**config.mk**
```make
export PLATFORM = sky130hd
export DESIGN_NAME = axil_mem_slave_flat
export DESIGN_NICKNAME = d
export VERILOG_FILES = /design/src/rtl/axil_pkg.sv /design/src/rtl/axil_mem_slave_if.sv /design/src/rtl/axil_byte_mem.sv /design/src/rtl/axil_mem_slave.sv /design/src/flat_wrapper.sv
export SDC_FILE = /design/constraint.sdc
export NUM_CORES = 1
export LEC_CHECK = 0
export BUFFER_PORTS_ARGS = -buffer_cell sky130_fd_sc_hd__buf_2
export CORE_ASPECT_RATIO = 2
export CORE_MARGIN = 1
export CORE_UTILIZATION = 40
export CTS_BUF_LIST = sky130_fd_sc_hd__clkbuf_8
export DETAILED_ROUTE_END_ITERATION = 12
export PLACE_DENSITY_LB_ADDON = 0.05
export REMOVE_ABC_BUFFERS = 1
export SYNTH_ARGS = -nofsm -noshare
export SYNTH_HDL_FRONTEND = slang
export SYNTH_SLANG_ARGS = --single-unit
```
**constraint.sdc**
```tcl
create_clock -name ACLK -period 1.8 [get_ports ACLK]
set_clock_uncertainty 0.05 [all_clocks]
set_input_delay 0.18 -clock ACLK [delete_from_list [all_inputs] [get_ports ACLK]]
set_output_delay 0.18 -clock ACLK [all_outputs]
set_load 0.005 [all_outputs]
```
**src/rtl/axil_pkg.sv**
```systemverilog
// axil_pkg: shared response codes, read-state encoding and sizing helpers for the AXI4-Lite memory slave.
package axil_pkg;
  typedef logic [1:0] resp_t;
  localparam resp_t RESP_OKAY   = 2'b00;
  localparam resp_t RESP_SLVERR = 2'b10;
  typedef enum logic {R_IDLE, R_VALID} rstate_t;
  function automatic int strb_w(input int data_w);
    return data_w / 8;
  endfunction
  function automatic int idx_w(input int mem_bytes, input int data_w);
    return ($clog2(mem_bytes / (data_w / 8)) < 1) ? 1 : $clog2(mem_bytes / (data_w / 8));
  endfunction
endpackage

```
**src/rtl/axil_mem_slave_if.sv**
```systemverilog
// axil_mem_slave_if: AXI4-Lite write/read channel bundle with master and slave views.
interface axil_mem_slave_if #(
  parameter int DATA_W = 32,
  parameter int ADDR_W = 32
) ();
  logic [ADDR_W-1:0]   AWADDR;
  logic                AWVALID;
  logic                AWREADY;
  logic [DATA_W-1:0]   WDATA;
  logic [DATA_W/8-1:0] WSTRB;
  logic                WVALID;
  logic                WREADY;
  logic [1:0]          BRESP;
  logic                BVALID;
  logic                BREADY;
  logic [ADDR_W-1:0]   ARADDR;
  logic                ARVALID;
  logic                ARREADY;
  logic [DATA_W-1:0]   RDATA;
  logic [1:0]          RRESP;
  logic                RVALID;
  logic                RREADY;
  modport slave (
    input  AWADDR, AWVALID, WDATA, WSTRB, WVALID, BREADY, ARADDR, ARVALID, RREADY,
    output AWREADY, WREADY, BRESP, BVALID, ARREADY, RDATA, RRESP, RVALID
  );
  modport master (
    output AWADDR, AWVALID, WDATA, WSTRB, WVALID, BREADY, ARADDR, ARVALID, RREADY,
    input  AWREADY, WREADY, BRESP, BVALID, ARREADY, RDATA, RRESP, RVALID
  );
endinterface

```
**src/rtl/axil_byte_mem.sv**
```systemverilog
// axil_byte_mem: word array with per-byte write enables and a registered read port (read-before-write).
module axil_byte_mem import axil_pkg::*; #(
  parameter int DATA_W = 32,
  parameter int MEM_BYTES = 64,
  localparam int SW = strb_w(DATA_W),
  localparam int IW = idx_w(MEM_BYTES, DATA_W)
) (
  input  logic              clk,
  input  logic              rst_n,
  input  logic [SW-1:0]     we,
  input  logic [IW-1:0]     widx,
  input  logic [DATA_W-1:0] wdata,
  input  logic              re,
  input  logic [IW-1:0]     ridx,
  output logic [DATA_W-1:0] rdata
);
  logic [DATA_W-1:0] mem [2**IW];
  always_ff @(posedge clk)
    for (int i = 0; i < SW; i++)
      if (we[i]) mem[widx][8*i +: 8] <= wdata[8*i +: 8];
  always_ff @(posedge clk or negedge rst_n)
    if (!rst_n) rdata <= '0;
    else if (re) rdata <= mem[ridx];
endmodule

```
**src/rtl/axil_mem_slave.sv**
```systemverilog
// axil_mem_slave: AXI4-Lite memory slave, independent AW/W capture, one outstanding write, 1-cycle reads.
// AXIL_SLV_ERR_RESP_EN: out-of-range accesses answer SLVERR instead of wrapping.
module axil_mem_slave import axil_pkg::*; #(
  parameter int DATA_W = 32,
  parameter int ADDR_W = 32,
  parameter int MEM_BYTES = 64
) (
  input logic ACLK,
  input logic ARESET,
  axil_mem_slave_if.slave bus
);
  localparam int SW  = strb_w(DATA_W);
  localparam int IW  = idx_w(MEM_BYTES, DATA_W);
  localparam int LSB = $clog2(SW);
  logic              aw_held, w_held, awready, wready, bvalid, arready;
  logic              aw_held_n, w_held_n, bvalid_n, aw_hs, w_hs, ar_hs, commit;
  logic              aw_oob, ar_oob, aw_err_q;
  logic [IW-1:0]     awidx_q;
  logic [DATA_W-1:0] wdata_q, mem_rdata;
  logic [SW-1:0]     wstrb_q;
  resp_t             bresp, rresp;
  rstate_t           rstate, rstate_n;
  logic              addr_unused;
  assign addr_unused = ^{bus.AWADDR, bus.ARADDR};
`ifdef AXIL_SLV_ERR_RESP_EN
  assign aw_oob = (bus.AWADDR >> $clog2(MEM_BYTES)) != '0;
  assign ar_oob = (bus.ARADDR >> $clog2(MEM_BYTES)) != '0;
`else
  assign aw_oob = 1'b0;
  assign ar_oob = 1'b0;
`endif
  always_comb begin
    aw_hs     = bus.AWVALID && awready;
    w_hs      = bus.WVALID && wready;
    ar_hs     = bus.ARVALID && arready;
    commit    = aw_held && w_held;
    aw_held_n = !commit && (aw_held || aw_hs);
    w_held_n  = !commit && (w_held || w_hs);
    bvalid_n  = commit || (bvalid && !bus.BREADY);
    rstate_n  = ar_hs ? R_VALID : (rstate == R_VALID && bus.RREADY) ? R_IDLE : rstate;
  end
  // Readies are registered from next-state so they never assert while a response is pending.
  always_ff @(posedge ACLK or negedge ARESET)
    if (!ARESET) begin
      aw_held <= 1'b0;
      w_held  <= 1'b0;
      awready <= 1'b0;
      wready  <= 1'b0;
      bvalid  <= 1'b0;
      bresp   <= RESP_OKAY;
      rstate  <= R_IDLE;
      arready <= 1'b0;
      rresp   <= RESP_OKAY;
    end else begin
      aw_held <= aw_held_n;
      w_held  <= w_held_n;
      awready <= !aw_held_n && !bvalid_n;
      wready  <= !w_held_n && !bvalid_n;
      bvalid  <= bvalid_n;
      if (commit) bresp <= aw_err_q ? RESP_SLVERR : RESP_OKAY;
      rstate  <= rstate_n;
      arready <= rstate_n == R_IDLE;
      if (ar_hs) rresp <= ar_oob ? RESP_SLVERR : RESP_OKAY;
    end
  always_ff @(posedge ACLK) begin
    if (aw_hs) begin
      awidx_q  <= IW'(bus.AWADDR >> LSB);
      aw_err_q <= aw_oob;
    end
    if (w_hs) begin
      wdata_q <= bus.WDATA;
      wstrb_q <= bus.WSTRB;
    end
  end
  axil_byte_mem #(.DATA_W(DATA_W), .MEM_BYTES(MEM_BYTES)) u_mem (
    .clk   (ACLK),
    .rst_n (ARESET),
    .we    ((commit && !aw_err_q) ? wstrb_q : '0),
    .widx  (awidx_q),
    .wdata (wdata_q),
    .re    (ar_hs),
    .ridx  (IW'(bus.ARADDR >> LSB)),
    .rdata (mem_rdata)
  );
  assign bus.AWREADY = awready;
  assign bus.WREADY  = wready;
  assign bus.BVALID  = bvalid;
  assign bus.BRESP   = bresp;
  assign bus.ARREADY = arready;
  assign bus.RVALID  = rstate == R_VALID;
  assign bus.RRESP   = rresp;
  assign bus.RDATA   = (rresp == RESP_SLVERR) ? '0 : mem_rdata;
endmodule

```
**src/flat_wrapper.sv**
```systemverilog
// flat-port wrapper written by rule: the top's interface ports become plain ports
module axil_mem_slave_flat import axil_pkg::*;
#(
  parameter int DATA_W = 32,
  parameter int ADDR_W = 32,
  parameter int MEM_BYTES = 64
)
  (ACLK, ARESET, bus_AWADDR, bus_AWVALID, bus_WDATA, bus_WSTRB, bus_WVALID, bus_BREADY, bus_ARADDR, bus_ARVALID, bus_RREADY, bus_AWREADY, bus_WREADY, bus_BRESP, bus_BVALID, bus_ARREADY, bus_RDATA, bus_RRESP, bus_RVALID);
  axil_mem_slave_if #(.DATA_W(DATA_W), .ADDR_W(ADDR_W)) bus_i ();
  input logic ACLK;
  input logic ARESET;
  input wire logic [$bits(bus_i.AWADDR)-1:0] bus_AWADDR;
  input wire logic [$bits(bus_i.AWVALID)-1:0] bus_AWVALID;
  input wire logic [$bits(bus_i.WDATA)-1:0] bus_WDATA;
  input wire logic [$bits(bus_i.WSTRB)-1:0] bus_WSTRB;
  input wire logic [$bits(bus_i.WVALID)-1:0] bus_WVALID;
  input wire logic [$bits(bus_i.BREADY)-1:0] bus_BREADY;
  input wire logic [$bits(bus_i.ARADDR)-1:0] bus_ARADDR;
  input wire logic [$bits(bus_i.ARVALID)-1:0] bus_ARVALID;
  input wire logic [$bits(bus_i.RREADY)-1:0] bus_RREADY;
  output wire logic [$bits(bus_i.AWREADY)-1:0] bus_AWREADY;
  output wire logic [$bits(bus_i.WREADY)-1:0] bus_WREADY;
  output wire logic [$bits(bus_i.BRESP)-1:0] bus_BRESP;
  output wire logic [$bits(bus_i.BVALID)-1:0] bus_BVALID;
  output wire logic [$bits(bus_i.ARREADY)-1:0] bus_ARREADY;
  output wire logic [$bits(bus_i.RDATA)-1:0] bus_RDATA;
  output wire logic [$bits(bus_i.RRESP)-1:0] bus_RRESP;
  output wire logic [$bits(bus_i.RVALID)-1:0] bus_RVALID;
  assign bus_i.AWADDR = bus_AWADDR;
  assign bus_i.AWVALID = bus_AWVALID;
  assign bus_i.WDATA = bus_WDATA;
  assign bus_i.WSTRB = bus_WSTRB;
  assign bus_i.WVALID = bus_WVALID;
  assign bus_i.BREADY = bus_BREADY;
  assign bus_i.ARADDR = bus_ARADDR;
  assign bus_i.ARVALID = bus_ARVALID;
  assign bus_i.RREADY = bus_RREADY;
  assign bus_AWREADY = bus_i.AWREADY;
  assign bus_WREADY = bus_i.WREADY;
  assign bus_BRESP = bus_i.BRESP;
  assign bus_BVALID = bus_i.BVALID;
  assign bus_ARREADY = bus_i.ARREADY;
  assign bus_RDATA = bus_i.RDATA;
  assign bus_RRESP = bus_i.RRESP;
  assign bus_RVALID = bus_i.RVALID;
  axil_mem_slave #(.DATA_W(DATA_W), .ADDR_W(ADDR_W), .MEM_BYTES(MEM_BYTES)) u_core (.ACLK(ACLK), .ARESET(ARESET), .bus(bus_i));
endmodule
```
==> reports/metrics.yaml, run 1 <==
min_to: "u_core.u_mem.rdata[25]"
max_stage_delay_ns: 0.48
drv_slew: 0
p_int_w: 0.0219
status: "finished, violations left"
place_ws_ns: -0.0276
hold_viol: 0
placed_area_um2: 24800
synth-async-reset-ratio_pct: 6.60
vdd_drop_max_v: 0.000664
failed_checks: "setup timing"
num_rows: 123
cts_htree_levels: 3
syn_avg_cell_area_um2: 16.9
switching_power_w: 0.00692
seqPwrFrac_pct: 58.1
clock_power_share_pct: 34.3
worstHoldStart: "bus_ARADDR[5]"
end_kind: "flip-flop"
clock_latency_ns: 0.66
critPathLaunchType: "flip-flop"
setup-violations-final: 14
synth_edf_count: 552
ant_nets: 0
nets: 1721
coreArea_um2: 56200
ys_warn_count: 0
multi_input_area_um2: 4710
finalCritPeriodShare_pct: 101
layout_min_cycle_time_ns: 1.81
ys_seq_area_share_pct: 77.3
ys_types: 23
reg2reg_depth: 4
fillers: 4872
numPortBuffers: 87
p_comb_share_pct: 7.6
max_freq_ghz: 0.553
crit_type: "flip-flop to flip-flop"
hold_path_class: "input port to flip-flop"
post_route_cells_drive_above_1_share_pct: 19.6
p_sw_share_pct: 24.0
clkTransAtPathRegs_ns: 0.07
grt-ovfl-total: 0
relSlewSlack_pct: 58.4
cp_max_fo: 8
post-route-util_pct: 47.9
cellPowerDensity_nw_per_um2: 1070
tightest_slew_ns: 0.624
viasPerCell: 5.01
top_level_ports: 148
antenna_found_initial: 1
crit_chain: "nor2b_1, nand2_1, nor2_1, buf_4"
clk_path_buf_depth: 3
grt_pass1_wl_um: 79400
totalWireLength_um: 53800
first_global_vias: 13000
gp_congestion: 0.748
hold_depth: 5
start_util_pct: 40.4
drt_iter0_markers: 712
netlist_area_um2: 22700
fin_ws_ns: -0.00918
seqCellArea_um2: 17600
r2r-start: "u_core.awidx_q[2]"
cts.sinks: 591
dr.pass1.iters: 5
drv_cap: 0
slowest_stage: "edfxtp_1"
rsz0062_at_grt: "yes"
synthCells: 1345
p_leak_nw: 9.89
r2r-end: "u_core.u_mem.mem[5][5]"
cts-root-buf: "clkbuf_8"
required_ns: 2.09
critPathArrivalTime_ns: 2.10
grt_usage_pct: 19.2
r2r_slack_ns: -0.009
drc: 0
wl_per_cell_um: 22.1
die_w_um: 170
fp.dieArea_um2: 57800
synth_top_flop_cell: "edfxtp_1"
area_delta_synth_final_pct: 18.4
stdcell_area_um2: 26900
cts_buffers: 82
vias: 12200
die_height_um: 339
dpl.hpwl_um: 34000
cts_tree: "yes"
ys_seq_elements: 591
grt_max_degree: 40
power.total_w: 0.0289
flip-flops by register name, indices dropped and copies added (netlist names), 4 cells and up:
name,cells
u_core.awidx_q,4
u_core.wdata_q,32
u_core.u_mem.rdata,32
u_core.wstrb_q,4
u_core.u_mem.mem,512
how the worst max path moves through the flow:
stage | startpoint | to | slack, ns
2_1_floorplan | bus_ARADDR[4] | u_core.u_mem.rdata[13] | -1.16
3_3_place_gp | u_core.awidx_q[1] | u_core.u_mem.mem[13][3] | 0.006
3_5_place_dp | u_core.awidx_q[1] | u_core.u_mem.mem[13][3] | -0.03
4_1_cts | u_core.awidx_q[2] | u_core.u_mem.mem[11][26] | 0.004
5_1_grt | u_core.awidx_q[2] | u_core.u_mem.mem[3][13] | -0.06
6_report | u_core.awidx_q[2] | u_core.u_mem.mem[5][5] | -0.009
Yosys cell counts (3+ instances only):
cell	count	share of area (%)
clkbuf_1	21	0.35
mux2i_1	258	11
buf_4	20	0.66
inv_1	4	0.066
a21oi_1	32	0.71
buf_2	17	0.37
buf_6	11	0.55
a22oi_1	72	2.4
edfxtp_1	552	73
nor2b_1	7	0.19
nand3_1	83	1.8
nor2_1	68	1.1
dfrtp_1	39	4.3
nand2_1	124	2.0
nand4_1	25	0.69
buf_1	3	0.050
layout by cell type (no fill, tap or decap), types with 3 or more instances in the layout:
master         count
dlygate4sd3_1     47
nand4_1           25
nor2_1            65
clkinv_2           6
a21oi_1           32
nor2b_1            3
edfxtp_1         552
dfrtp_1           39
nand2_1          123
mux2i_1          258
conb_1             4
buf_12            19
buf_4            104
clkinv_1          10
inv_1             38
clkbuf_8         100
a22oi_1           72
nand3_1           81
buf_2             86
power by group through the flow:
stage          clock network (W)  registers [W]  logic (W)
3_3_place_gp                   0         0.0170    0.00213
2_1_floorplan                  0         0.0168   0.000904
6_report                 0.00990         0.0168    0.00220
5_1_grt                   0.0108         0.0168    0.00242
3_5_place_dp                   0         0.0171    0.00216
4_1_cts                   0.0102         0.0168    0.00224
cells by family (layout without fill, tap and decap cells):
| kind of cell | count (synthesis) | count (layout) | share of synthesized area [%] |
|---|---|---|---|
| other cells | 1 | 5 | 0.0165 |
| mux | 258 | 258 | 11.4 |
| buf+inv | 79 | 413 | 2.21 |
| flops | 591 | 591 | 77.3 |
| compound gates | 106 | 106 | 3.14 |
| simple gates | 310 | 310 | 5.96 |
per-layer routing:
layer,up-vias,part of all wire (%),global-route usage (%)
li1,5712,-,-
met1,6162,38,21.0
met2,226,56,36.7
met3,87,3.0,2.88
met4,0,2.4,6.83
met5,-,0,0
layout make-up:
cell class	instances	share of cell area, %
tap	750	3.49
antenna	1	0.00931
timing repair buffer	257	7.73
clock buffer	100	5.12
sequential	591	65.3
clock inverter	52	0.768
inverter	4	0.0559
multi-input combinational	678	17.5
through the flow:
step | hold WS (ns) | TNS [ns] | instances
2_1_floorplan | -0.166 | -37.14 | 1273
3_3_place_gp | 0.146 | 0 | 2230
3_5_place_dp | 0.151 | -0.412 | 2230
4_1_cts | 0.0101 | 0 | 2429
5_1_grt | 0.0423 | -3.09 | 2433
6_report | 0.0461 | -0.0713 | 2433
repair_timing:
item                                   CTS  global route
setup endpoints to repair               28           290
setup buffers                            0             3
hold buffers                            47             0
resized for setup                        1             3
endpoints found under the hold margin   90             0
critical path, delay by kind of cell, from the launching register on:
family	cells	cell delay [ns]
simple gates	3	0.77
buf+inv	1	0.20
flops	1	0.48
No activity file was read; power rests on OpenSTA's default activity.
==> inputs of run 2 (changes only) <==
==> constraint.sdc (replaced) <==
create_clock -name ACLK -period 1.7 [get_ports ACLK]
set_clock_uncertainty 0.05 [all_clocks]
set_input_delay 0.17 -clock ACLK [delete_from_list [all_inputs] [get_ports ACLK]]
set_output_delay 0.17 -clock ACLK [all_outputs]
set_load 0.005 [all_outputs]
==> run 2 against run 1 <==
The run still ends with setup timing left; die area did not move; clock power up 11%; sequential cell count did not move; largest cell class unchanged; final area grew 1.1%; global-route usage grew 0.42 points; utilization is 0.54 points higher; routed wire length grew 1.7%; worst setup slack got worse by 0.055 ns; sequential share of layout area decreased by 0.73 points; critical path type unchanged; non-clock buffer count grew 10; first-iteration DRC count shrank 4.5%; hold slack improved by 0.089 ns.
==> reports/metrics.yaml, run 2 (same netlist as run 1, synthesis figures left out) <==
status: "finished, violations left"
failed_checks: "setup timing"
max_stage_delay_ns: 0.49  # about the same
start_util_pct: 40.4  # unchanged
numPortBuffers: 87  # unchanged
clk_path_buf_depth: 3  # unchanged
worstHoldStart: "bus_ARADDR[4]"
tightest_slew_ns: 0.675  # +0.0507 ns
critPathLaunchType: "flip-flop"
stdcell_area_um2: 27200  # +1.1%
rsz0062_at_grt: "yes"
cp_max_fo: 8  # unchanged
finalCritPeriodShare_pct: 104  # +3.3 points
coreArea_um2: 56200  # unchanged
dpl.hpwl_um: 34700  # +1.9%
viasPerCell: 5.05  # +0.83%
largest-register: "u_core.u_mem.mem"
post-route-util_pct: 48.4  # +0.54 points
drt_iter0_markers: 680  # -4.5%
first_global_vias: 13200  # +1.6%
die_w_um: 170  # unchanged
fin_ws_ns: -0.0646  # -0.0554 ns
crit_chain: "nor2_2, nand2_1, nor2_1, buf_4"
antenna_found_initial: 1  # unchanged
drv_cap: 0  # unchanged
totalWireLength_um: 54800  # +1.7%
top_level_ports: 148  # unchanged
fin_worst_hold_slack_ns: 0.135  # +0.0889 ns
nets: 1731  # +0.58%
wl_per_cell_um: 22.4  # +1.3%
drc: 0  # unchanged
cts_tree: "yes"
largest_reg_flops: 512  # unchanged
crit_start: "u_core.awidx_q[0]"
fp.dieArea_um2: 57800  # unchanged
cellPowerDensity_nw_per_um2: 1150  # +6.8%
critPathArrivalTime_ns: 2.06  # -0.04 ns
gp_congestion: 0.778  # +4.0%
setup-violations-final: 156  # +142
grt_pass1_wl_um: 81000  # +2.1%
r2r-start: "u_core.awidx_q[0]"
post_route_cells_drive_above_1_share_pct: 21.1  # +1.5 points
r2r_slack_ns: -0.06  # -0.06 ns
grt_usage_pct: 19.6  # +0.42 points
area_delta_synth_final_pct: 19.7
die_height_um: 339  # unchanged
relSlewSlack_pct: 55.0  # -3.4 points
grt_max_degree: 40  # unchanged
cts.sinks: 591  # unchanged
max_freq_ghz: 0.567  # +2.5%
end_kind: "flip-flop"
ant_nets: 0  # unchanged
hold_viol: 0  # unchanged
place_ws_ns: -0.152  # -0.125 ns
placed_area_um2: 24900  # +0.37%
clock_latency_ns: 0.65  # about the same
drv_slew: 0  # unchanged
final_common_cell: "edfxtp_1"
most-common-layout-cells: "552 x edfxtp_1, 258 x mux2i_1, 116 x nand2_1, 102 x buf_4, 96 x clkbuf_8"
reg_top3: "u_core.u_mem.mem (512), u_core.u_mem.rdata (32), u_core.wdata_q (32)"
hold_path_class: "input port to flip-flop"
crit_type: "flip-flop to flip-flop"
vias: 12300  # +1.2%
required_ns: 1.99  # -0.10 ns
vdd_drop_max_v: 0.000691  # +4.1%
cts-root-buf: "clkbuf_8"
fillers: 4863  # -0.18%
grt-ovfl-total: 0  # unchanged
clkTransAtPathRegs_ns: 0.07  # about the same
layout_min_cycle_time_ns: 1.76  # -0.0446 ns
dr.pass1.iters: 7  # +2
slowest_stage: "edfxtp_1"
num_rows: 123  # unchanged
cts_buffers: 82  # unchanged
cts_htree_levels: 3  # unchanged
p_leak_nw: 10.0  # +1.2%
[run 2: changes by cell type in the layout (fill, tap and decap cells not counted), moves of 4 or more]
| cell | change |
|---|---|
| bufinv_16 | +4 |
| nor2_1 | -4 |
| nand3_1 | -4 |
| clkbuf_8 | -4 |
| buf_12 | +5 |
| nand2_1 | -7 |
| buf_6 | +6 |
| nor2_2 | +4 |
| nand2_2 | +7 |
[run 2: path summary, 6_finish.rpt]
path | end | cells past startpoint
min in group asynchronous | u_core.u_mem.rdata[10] | 4
setup / recovery | u_core.u_mem.mem[4][28] | 4
hold / removal | u_core.u_mem.rdata[27] | 6
max in group asynchronous | u_core.u_mem.rdata[24] | 4
hold reg to reg | u_core.u_mem.rdata[10] | 2
setup reg to reg | u_core.u_mem.mem[4][28] | 4
[run 2: cell type report]
| cell class | instances | area [um2] | share of cell area (%) |
|---|---|---|---|
| well taps | 750 | 938 | 3.45 |
| inverters | 4 | 15.0 | 0.0552 |
| diodes | 1 | 2.50 | 0.00920 |
| clock inverters | 56 | 343 | 1.26 |
| clock buffers | 96 | 1320 | 4.86 |
| multi-input cells | 678 | 4770 | 17.6 |
| flip-flops and latches | 591 | 17600 | 64.6 |
| repair buffers | 267 | 2240 | 8.24 |
[run 2: critical path, delay by kind of cell (launching register included)]
family,cells,cell delay (ns)
buf+inv,1,0.20
flops,1,0.49
simple gates,3,0.71
[run 2: routing by layer]
| metal | GRT usage [%] | routed length (um) | share of wire (%) |
|---|---|---|---|
| met3 | 3.08 | 1750 | 3.2 |
| met4 | 6.33 | 1270 | 2.3 |
| met1 | 21.8 | 20900 | 38 |
| met2 | 37.4 | 30800 | 56 |
| met5 | 0 | 0 | 0 |
[run 2: metrics by stage]
stage	cells	total power (W)	TNS (ns)
CTS	2440	0.0316	-4.80
global route	2443	0.0325	-25.50
finish	2443	0.0312	-4.03
floorplan	1273	0.0187	-40.87
detailed placement	2234	0.0204	-15.83
global placement	2234	0.0203	-3.12
[run 2: repair_timing]
action,CTS,global route
endpoints found under the hold margin,98,0
hold buffers,48,0
buffers inserted,6,2
setup endpoints to repair,299,480
resized for setup,3,25
pin swaps,0,1
[run 2: report_power, final]
part	leakage [nW]	switching (W)	internal [W]
combinational	3.58	0.00141	0.00100
clock	0.975	0.00522	0.00577
sequential	5.45	0.000798	0.0170
total	10.0	0.00743	0.0237
